### config.mk
export PLATFORM = sky130hd
export DESIGN_NAME = multi_cycle_cpu
export DESIGN_NICKNAME = d
export VERILOG_FILES = /design/src/rtl/multi_cycle_cpu.sv
export SDC_FILE = /design/constraint.sdc
export NUM_CORES = 2
export LEC_CHECK = 0
export CORE_ASPECT_RATIO = 0.5
export CORE_MARGIN = 2
export CORE_UTILIZATION = 50
export CTS_CLUSTER_DIAMETER = 100
export DETAILED_ROUTE_END_ITERATION = 16
export PLACE_DENSITY = 0.78
export SYNTH_ARGS = -nofsm -noshare
export SYNTH_HDL_FRONTEND = slang
export SYNTH_SLANG_ARGS = --single-unit
### constraint.sdc
create_clock -name clockInput -period 7.6 [get_ports clockInput]
set_input_delay 1.14 -clock clockInput [delete_from_list [all_inputs] [get_ports clockInput]]
set_output_delay 1.14 -clock clockInput [all_outputs]
set_load 0.02 [all_outputs]
### src/rtl/multi_cycle_cpu.sv
// ============================================================================
// Module   : multi_cycle_cpu
// Purpose  : Multi-cycle RV core (add/sub/and/or/addi/load/store/beq) on one
//            valid/ready memory port. Optional macro MULTI_CYCLE_CPU_TRAP_EN
//            halts on illegal instructions instead of treating them as NOPs.
// Revision : 1.0 - initial release
// ============================================================================
`default_nettype none

module multi_cycle_cpu #(
    parameter int                    XLEN       = 64,
    parameter int                    ADDR_WIDTH = 48,
    parameter logic [ADDR_WIDTH-1:0] RESET_PC   = '0
) (
    input  logic                  clockInput,
    input  logic                  resetInput,
    output logic                  memReq,
    output logic                  memWe,
    output logic [ADDR_WIDTH-1:0] memAddr,
    output logic [XLEN-1:0]       memWData,
    input  logic [XLEN-1:0]       memRData,
    input  logic                  memReady,
    output logic [ADDR_WIDTH-1:0] pcOut,
    output logic                  instrRetired,
    output logic                  trap
);

    localparam logic [2:0] c_FETCH   = 3'd0;
    localparam logic [2:0] c_DECODE  = 3'd1;
    localparam logic [2:0] c_EXECUTE = 3'd2;
    localparam logic [2:0] c_MEM     = 3'd3;
    localparam logic [2:0] c_WB      = 3'd4;
`ifdef MULTI_CYCLE_CPU_TRAP_EN
    localparam logic [2:0] c_HALT    = 3'd5;
`endif

    localparam logic [2:0]            c_LS_F3   = (XLEN == 64) ? 3'b011 : 3'b010;
    localparam logic [ADDR_WIDTH-1:0] c_PC_STEP = ADDR_WIDTH'(4);

    logic [2:0]            r_state;
    logic [ADDR_WIDTH-1:0] r_pc;
    logic [31:0]           r_ir;
    logic [XLEN-1:0]       r_a;
    logic [XLEN-1:0]       r_b;
    logic [XLEN-1:0]       r_imm;
    logic [ADDR_WIDTH-1:0] r_tgt;
    logic [XLEN-1:0]       r_aluOut;
    logic [XLEN-1:0]       r_mdr;
    logic [XLEN-1:0]       r_regs [32];
    logic                  r_retired;

    logic [6:0]      w_opcode;
    logic [2:0]      w_f3;
    logic [6:0]      w_f7;
    logic [4:0]      w_rs1;
    logic [4:0]      w_rs2;
    logic [4:0]      w_rd;
    logic            w_isRtype;
    logic            w_isAddi;
    logic            w_isLoad;
    logic            w_isStore;
    logic            w_isBeq;
    logic            w_legal;
    logic [XLEN-1:0] w_immI;
    logic [XLEN-1:0] w_immS;
    logic [XLEN-1:0] w_immB;
    logic [XLEN-1:0] w_imm;
    logic [XLEN-1:0] w_rs1Val;
    logic [XLEN-1:0] w_rs2Val;
    logic [XLEN-1:0] w_opB;
    logic [XLEN-1:0] w_aluRes;
    logic            w_memDone;

    assign w_opcode = r_ir[6:0];
    assign w_f3     = r_ir[14:12];
    assign w_f7     = r_ir[31:25];
    assign w_rs1    = r_ir[19:15];
    assign w_rs2    = r_ir[24:20];
    assign w_rd     = r_ir[11:7];

    assign w_isRtype = (w_opcode == 7'b0110011) &&
                       (((w_f3 == 3'b000) && ((w_f7 == 7'b0000000) || (w_f7 == 7'b0100000))) ||
                        (((w_f3 == 3'b111) || (w_f3 == 3'b110)) && (w_f7 == 7'b0000000)));
    assign w_isAddi  = (w_opcode == 7'b0010011) && (w_f3 == 3'b000);
    assign w_isLoad  = (w_opcode == 7'b0000011) && (w_f3 == c_LS_F3);
    assign w_isStore = (w_opcode == 7'b0100011) && (w_f3 == c_LS_F3);
    assign w_isBeq   = (w_opcode == 7'b1100011) && (w_f3 == 3'b000);
    assign w_legal   = w_isRtype || w_isAddi || w_isLoad || w_isStore || w_isBeq;

    assign w_immI = {{(XLEN-12){r_ir[31]}}, r_ir[31:20]};
    assign w_immS = {{(XLEN-12){r_ir[31]}}, r_ir[31:25], r_ir[11:7]};
    assign w_immB = {{(XLEN-13){r_ir[31]}}, r_ir[31], r_ir[7], r_ir[30:25], r_ir[11:8], 1'b0};

    always_comb begin
        w_imm = w_immI;
        if (w_isStore) begin
            w_imm = w_immS;
        end else if (w_isBeq) begin
            w_imm = w_immB;
        end
    end

    // x0 is never written, but the read side is forced to zero as well
    assign w_rs1Val = (w_rs1 == 5'd0) ? '0 : r_regs[w_rs1];
    assign w_rs2Val = (w_rs2 == 5'd0) ? '0 : r_regs[w_rs2];

    always_comb begin
        w_opB    = w_isRtype ? r_b : r_imm;
        w_aluRes = r_a + w_opB;
        if (w_isRtype) begin
            case (w_f3)
                3'b111:  w_aluRes = r_a & r_b;
                3'b110:  w_aluRes = r_a | r_b;
                default: w_aluRes = w_f7[5] ? (r_a - r_b) : (r_a + r_b);
            endcase
        end
    end

    always_comb begin
        memReq   = 1'b0;
        memWe    = 1'b0;
        memAddr  = '0;
        memWData = '0;
        if (!resetInput) begin
            if (r_state == c_FETCH) begin
                memReq  = 1'b1;
                memAddr = r_pc;
            end else if (r_state == c_MEM) begin
                memReq  = 1'b1;
                memWe   = w_isStore;
                memAddr = r_aluOut[ADDR_WIDTH-1:0];
                if (w_isStore) begin
                    memWData = r_b;
                end
            end
        end
    end

    assign w_memDone = memReq && memReady;

    always_ff @(posedge clockInput) begin
        if (resetInput) begin
            r_state   <= c_FETCH;
            r_pc      <= RESET_PC;
            r_ir      <= '0;
            r_a       <= '0;
            r_b       <= '0;
            r_imm     <= '0;
            r_tgt     <= '0;
            r_aluOut  <= '0;
            r_mdr     <= '0;
            r_retired <= 1'b0;
            for (int i = 0; i < 32; i++) begin
                r_regs[i] <= '0;
            end
        end else begin
            r_retired <= 1'b0;
            case (r_state)
                c_FETCH: begin
                    if (w_memDone) begin
                        r_ir    <= memRData[31:0];
                        r_state <= c_DECODE;
                    end
                end
                c_DECODE: begin
                    r_a   <= w_rs1Val;
                    r_b   <= w_rs2Val;
                    r_imm <= w_imm;
                    r_tgt <= r_pc + w_imm[ADDR_WIDTH-1:0];
                    if (w_legal) begin
                        r_state <= c_EXECUTE;
                    end else begin
`ifdef MULTI_CYCLE_CPU_TRAP_EN
                        r_state <= c_HALT;
`else
                        r_pc      <= r_pc + c_PC_STEP;
                        r_retired <= 1'b1;
                        r_state   <= c_FETCH;
`endif
                    end
                end
                c_EXECUTE: begin
                    r_aluOut <= w_aluRes;
                    if (w_isBeq) begin
                        r_pc      <= (r_a == r_b) ? r_tgt : (r_pc + c_PC_STEP);
                        r_retired <= 1'b1;
                        r_state   <= c_FETCH;
                    end else if (w_isLoad || w_isStore) begin
                        r_state <= c_MEM;
                    end else begin
                        r_state <= c_WB;
                    end
                end
                c_MEM: begin
                    if (w_memDone) begin
                        if (w_isLoad) begin
                            r_mdr   <= memRData;
                            r_state <= c_WB;
                        end else begin
                            r_pc      <= r_pc + c_PC_STEP;
                            r_retired <= 1'b1;
                            r_state   <= c_FETCH;
                        end
                    end
                end
                c_WB: begin
                    if (w_rd != 5'd0) begin
                        r_regs[w_rd] <= w_isLoad ? r_mdr : r_aluOut;
                    end
                    r_pc      <= r_pc + c_PC_STEP;
                    r_retired <= 1'b1;
                    r_state   <= c_FETCH;
                end
`ifdef MULTI_CYCLE_CPU_TRAP_EN
                c_HALT: begin
                    r_state <= c_HALT;
                end
`endif
                default: begin
                    r_state <= c_FETCH;
                end
            endcase
        end
    end

    assign pcOut        = r_pc;
    assign instrRetired = r_retired;

`ifdef MULTI_CYCLE_CPU_TRAP_EN
    assign trap = (r_state == c_HALT);
`else
    assign trap = 1'b0;
`endif

endmodule

`default_nettype wire
# Word-level counts from Yosys, hierarchy flattened
# Memories as Yosys holds them, arrays and structs flattened. A register that Yosys moved wholly into a read port is not among the register bits.
# Cells that the tools add are included.
[word_totals]
ff_bits = 401
latch_bits = 0
ram_bits = 2048
rom_bits = 0
input_bits = 67
out_inout_bits = 164
n_memories = 1
[op_classes]
add_sub_neg = 5
mul = 0
div = 0
n_lt_le_gt_ge = 0
n_eq_ne = 19
shift = 0
mux = 53
n_bitwise = 2
reduce_logical = 28
[mem_list]
columns = ["name", "depth", "word_bits", "rd", "rd_clocked_by_memory_dff", "write_ports", "line", "source"]
rows = [
  ["r_regs", 32, 64, 2, 2, 32, "49", "logic [XLEN-1:0] r_regs [32];"],
]
[ops]
columns = ["op", "n"]
rows = [
  ["$mux 64", 11],
  ["$mux 48", 8],
  ["$pmux 48 s4", 1],
  ["$add 64x64->64", 2],
  ["$pmux 64 s2", 1],
  ["$and 64x64->64", 1],
  ["$eq 64x64->1", 1],
  ["$or 64x64->64", 1],
  ["$reduce_or 64->1", 1],
  ["$sub 64x64->64", 1],
  ["$add 48x3->48 const B", 1],
  ["$add 48x48->48", 1],
  ["$mux 5", 5],
  ["$mux 12", 2],
  ["$eq 7x6->1 const B", 3],
  ["$mux 1", 17],
  ["$mux 3", 5],
  ["$pmux 3 s4", 1],
  ["$logic_not 5->1", 2],
  ["$ne 2x2->1 const B", 5],
  ["$eq 3x2->1 const B", 3],
  ["$eq 3x3->1 const B", 3],
  ["$logic_and 1x1->1", 8],
  ["$logic_or 1x1->1", 8],
  ["other kinds (13)", 15],
]

# Logic depth before layout (Yosys ltp)
[logic_depth]
depth_word = 11
depth_mapped = 23
mapped_depth_nobuf = 20

# Worst setup path after synthesis
# OpenSTA, ideal clock, no wires.
[synth_timing]
path_kind = "reg2reg"
start = "reg r_ir[31]"
end = "reg r_aluOut[58]"
arrival_ps = 5241
t_required_ps = 7469
setup_slack_ps = 2229
path_stages_with_launch = 23
n_path_buf = 3
cell_sequence = "dfxtp_1 > nor4b_1 > and4b_1 > nand3_1 > clkbuf_1 > buf_1 > clkbuf_1 > nand2_1 > o21ai_0 > ha_1 > inv_1 > fa_1 > nand2b_1 > a21oi_1 > o211ai_1 > a31oi_1 > o211ai_1 > o211a_1 > o31ai_2 > a21oi_1 > xnor2_1 > a221oi_1 > o31ai_1"
[synth_between]
elab_chain_cells = 8
[synth_lines]
columns = ["item", "line", "source"]
rows = [
  ["start, declared", "42", "logic [31:0] r_ir;"],
  ["start signal, assigned", "161", "r_ir <= memRData[31:0];"],
  ["$eq 7x6->1 or $logic_not 7->1 (tied branches)", "82, 83", ""],
  ["$logic_or 1x1->1", "82", "(((w_f3 == 3'b000) && ((w_f7 == 7'b0000000) || (w_f7 == 7'b0100000))) ||"],
  ["$logic_and 1x1->1", "82", ""],
  ["$logic_or 1x1->1 (*)", "82", ""],
  ["$logic_and 1x1->1 (*)", "81", "assign w_isRtype = (w_opcode == 7'b0110011) &&"],
  ["$mux 64", "108", "w_opB = w_isRtype ? r_b : r_imm;"],
  ["$add 64x64->64", "109", "w_aluRes = r_a + w_opB;"],
  ["$mux 64 (*)", "110", "if (w_isRtype) begin"],
  ["end signal, assigned", "183", "r_aluOut <= w_aluRes;"],
  ["end, declared", "47", "logic [XLEN-1:0] r_aluOut;"],
]
# Every way passes the cells marked *; elsewhere a longest branch is shown, timed or not.
# A chain may end at the register's enable or synchronous reset.

# Worst setup path after layout
[layout_timing]
start = "reg r_ir[0]"
end = "reg r_tgt[46]"
[layout_between]
elab_chain_cells = 5
[layout_lines]
columns = ["item", "line", "source"]
rows = [
  ["$eq 7x7->1", "87", "assign w_isBeq = (w_opcode == 7'b1100011) && (w_f3 == 3'b000);"],
  ["$logic_and 1x1->1", "87", ""],
  ["$mux 12", "98", "end else if (w_isBeq) begin"],
  ["$mux 12 (*)", "96", "if (w_isStore) begin"],
  ["named net w_imm[0]", "67", "logic [XLEN-1:0] w_imm;"],
  ["$add 48x48->48 (*)", "169", "r_tgt <= r_pc + w_imm[ADDR_WIDTH-1:0];"],
  ["end signal, assigned", "169", ""],
  ["end, declared", "46", "logic [ADDR_WIDTH-1:0] r_tgt;"],
]
# The timed path passes the listed nets; every way through them passes the cells marked *.

==> results <==
- The floorplan step defined a die boundary enclosing approximately 280,000 sq um.
- The count of flip-flops with a built-in enable after synthesis is 2,048.
- The area added between synthesis and finish is 10.00%.
- In this run, synthesis produced a sequential element count of around 2,500.
- The worst endpoint data arrival time is between 6000 and 7000 ps.
- The run finished, with violations left.
- After clock tree synthesis, the flow added hold-fix buffers numbering 0.
- The worst hold path class is reg2reg.
- The count of nets left with antenna violations once routing finished came out at 0.
- The startpoint of the most critical setup path is r_ir[0]$_SDFFE_PP0P_.
- The capture instance of the worst register-to-register path is r_tgt[46]$_SDFFE_PP0N_.
- After the first detailed-routing iteration, the DRC count stood at 22,420.
- The die outline height is 373.9 um.
- The normalized max-slew margin is -0.1299.
- The checks that failed: capacitance limit, slew limit.
- The total routed wirelength is 550.6 mm.
- The minimum clock period is 5993 ps.
- After clock tree synthesis, the clock-pin slew on the worst setup and hold paths is 70 ps.
- The fraction of final layout cells with drive strength greater than 1 is 0.1884.
- Of the synthesized area, sequential elements account for 0.5097.
- The most frequent cell after synthesis is nor2_1.
- The final-layout fill cell count is about 21,000.
- Detailed routing inserted a total of roughly 110k vias.
- After synthesis, the most frequently instantiated cells are 2,601 x nor2_1, 2,048 x edfxtp_1, 1,280 x mux4_2.
- Setup repair after global routing left no endpoint under its margin.
- The root buffer cell is clkbuf_16.
- The floorplan has ~140 rows.
- The initial antenna violation count was 43.
- The number of max-slew violations in the final report is 40.
- The final hold violation count is 0.
- The final worst-path cycle share is 0.7886.
- For this design, the sink count on the clock tree is 2,459.
- The kind of start point of the critical path is a register.
- The worst-case setup slack after placement is 1819 ps.
- The number of global-route vias before repair is 105,260.
- On the final layout, the worst clock skew is roughly 140 ps.
- The cell count after synthesis came out at 11,148.
- After detailed routing, the number of remaining DRC violations is 0.
- The launch point of the worst reg-to-reg path is r_ir[0]$_SDFFE_PP0P_.
- At the end of routability-driven placement, the weighted congestion stood at 1.023.
- At the pin with the least slew margin, the transition time is 1648 ps.
- The kind of critical path is reg2reg.
- The peak supply drop is around 0.25 mV.
- The largest net degree at the start of global routing is 157.
- The combined global-route utilization of all metal layers is 0.3852.
- The post-synth design cell area is 136,800 sq um.
- The final HPWL from detailed placement is between 300 and 400 mm.
- Buffers inserted during clock tree synthesis total 223.
- For this run the aggregate overflow at the end of global routing stands at 0.
- The count of input and output buffers is 229.
- Post-CTS timing repair inserted 0 buffers for setup.
- The synthesized design spends more area on one cell type than any other, namely edfxtp_1.
- The standard cell area after detailed placement is 143,200 sq um.
- The Yosys step of the flow raised 0 warnings.
- The final-layout setup total negative slack is 0 ps.
- The die width is 743.7 um.
- Yosys attributes the largest share of cell area to edfxtp_1 45%, mux4_2 21%, nor2_1 7.1%, dfxtp_1 6.0%, ha_1 2.8%.
- In the post-route analysis, the smallest setup slack over all paths is 1607 ps.
- The mean cell area of the mapped netlist is ~12 sq um.
- Data on the critical path is required at its endpoint by 8350 ps.
- Setup violations remaining at the end of the flow were counted as 0.
- The critical path ends at r_tgt[46]$_SDFFE_PP0N_.
- The fraction of registers with async set or reset after synthesis is 0.
- The clock passes through at most 4 buffers.
- The I/O pin count is roughly 230.
- The number of cells upsized or downsized after cts is 0.
- The effective utilization at floorplan is 0.5040.
- The worst setup path is captured at a register.
- For the worst flop-to-flop path, the logic depth is 20.
- In the routed layout, each cell is associated on average with a via count of around 7.5.
- TritonCTS built the clock tree.
- Across the run, the number of max-cap violations was 5.
- The finished cells cover 150,500 sq um.
- The first global-routing pass estimated 765.0 mm of wire.
- The leakage component of the power is 48.46 nW.
- Of the post-synthesis cell area, the dominant cell type holds 0.4496.
- The slack of the worst reg-to-reg path is 1610 ps.
- Based on the critical path, the design can be clocked at up to 166.9 MHz.
- In this run the power density over the cells is 204.2 nW/um^2.
- The most used flip-flop cell after synthesis is edfxtp_1.
- The number of unique standard cell types used by synthesis is 106.
- The detailed-router iteration count before antenna repair is 9.
- The region available for standard cell placement spans 271,400 sq um.
- The worst-skew pair later-pin latency is between 900 and 1000 ps.
- The net count of the finished layout is 11,255.
- The clock tree synthesis step divided the H-tree into 4 levels.
- The biggest fanout along the worst timing path is 31.
- Dividing the detail-routed wire length by the instance count gives 37.41 um.
## cells by family after synthesis
group	count (synthesis)	synth area share
AND/OR/NAND/NOR	3750	0.1123
flip-flops	2459	0.5097
AO/OA/AOI/OAI	1640	0.07347
multiplexers	1522	0.2285
buffers and inverters	1315	0.03776
adder cells (fa/ha/maj)	312	0.02876
XOR/XNOR	149	0.009540
other	1	0.00002741
## cells in the final DEF (no fill, tap or decap), drive strengths merged, types with 45 or more instances in the layout
cell and n:
a211oi 69, a21o 94, a21oi 701, a22oi 45
buf 261, clkbuf 297, clkdlybuf4s50 228, clkinv 80
conb 65, dfxtp 411, edfxtp 2048, ha 308
inv 271, mux2i 239, mux4 1280, nand2 612
nand3 83, nand4 76, nor2 2603, nor3 90
nor4 111, o21ai 327, o21bai 56, o31ai 46
xnor2 115
## worst min path at each step
stage / start / to / slack [ps] / cells after the start
5_1_grt: r_tgt[14]$_SDFFE_PP0N_ / r_tgt[14]$_SDFFE_PP0N_ / 470 / 2
6_report: r_tgt[35]$_SDFFE_PP0N_ / r_tgt[35]$_SDFFE_PP0N_ / 450 / 2
4_1_cts: r_tgt[35]$_SDFFE_PP0N_ / r_tgt[35]$_SDFFE_PP0N_ / 450 / 2
2_1_floorplan: r_tgt[45]$_SDFFE_PP0N_ / r_tgt[45]$_SDFFE_PP0N_ / 420 / 2
3_3_place_gp: r_tgt[9]$_SDFFE_PP0N_ / r_tgt[9]$_SDFFE_PP0N_ / 440 / 2
3_5_place_dp: r_tgt[35]$_SDFFE_PP0N_ / r_tgt[35]$_SDFFE_PP0N_ / 450 / 2
## layout make-up
type	count	area [sq um]	area share
sequential	2459	69770	0.4637
clock buffer	297	6087	0.04045
tap	3630	4542	0.03018
multi-input combinational	7438	63300	0.4207
timing repair buffer	489	4649	0.03090
clock inverter	110	1055	0.007009
inverter	265	997.2	0.006627
antenna	30	75.07	0.0004989
## where the power goes
group / total [mW] / leakage (nW) / switching (mW) / internal (mW)
sequential: 15.4 / 24.4 / 0.383 / 15.0
clock: 11.6 / 3.51 / 5.37 / 6.27
combinational: 3.71 / 20.5 / 2.34 / 1.37
total: 30.7 / 48.5 / 8.10 / 22.6
## worst max-delay path: stages (launching register included)
cell and delay [ps]:
dfxtp_1 340, nand2_1 80, nor4_1 190, buf_4 200
and4_1 300, nand2_2 570, o21ai_0 510, ha_1 260
inv_1 70, fa_1 410, nor2b_1 200, o31a_1 200
o31ai_1 120, a21boi_0 550, o21ai_0 230, a21boi_0 510
o21ai_1 160, a2111oi_0 420, o21a_1 190, o21ai_0 70
a32o_1 250
## per-stage QoR
| stage | hold slack [ps] | instances | utilization | power, mW |
|---|---|---|---|---|
| 2_1_floorplan | 420.2 | 11212 | - | 17.66 |
| 3_5_place_dp | 446.2 | 14280 | 0.5277 | 19.05 |
| 3_3_place_gp | 436.3 | 14278 | 0.5276 | 18.96 |
| 5_1_grt | 471.0 | 14688 | 0.5541 | 31.03 |
| 4_1_cts | 453.0 | 14687 | 0.5540 | 30.27 |
| 6_report | 454.1 | 14718 | 0.5544 | 30.73 |
## metal layers
metal | GRT usage | vias to the layer above | share of wire
li1 | - | 41248 | -
met1 | 0.4658 | 52806 | 0.31
met2 | 0.5459 | 12710 | 0.41
met3 | 0.1937 | 3269 | 0.19
met4 | 0.2464 | 52 | 0.086
met5 | 0.001029 | - | 0.00092
## flip-flops by register name (all words and copies together), names as in the netlist, named ones only
signal,count
r_tgt,48
r_ir,32
r_regs,2048
r_state,3
pcOut,48
r_mdr,64
r_aluOut,64
r_imm,13
r_a,64
r_b,64
instrRetired,1
Note: power is estimated with default switching activity, not from simulation.
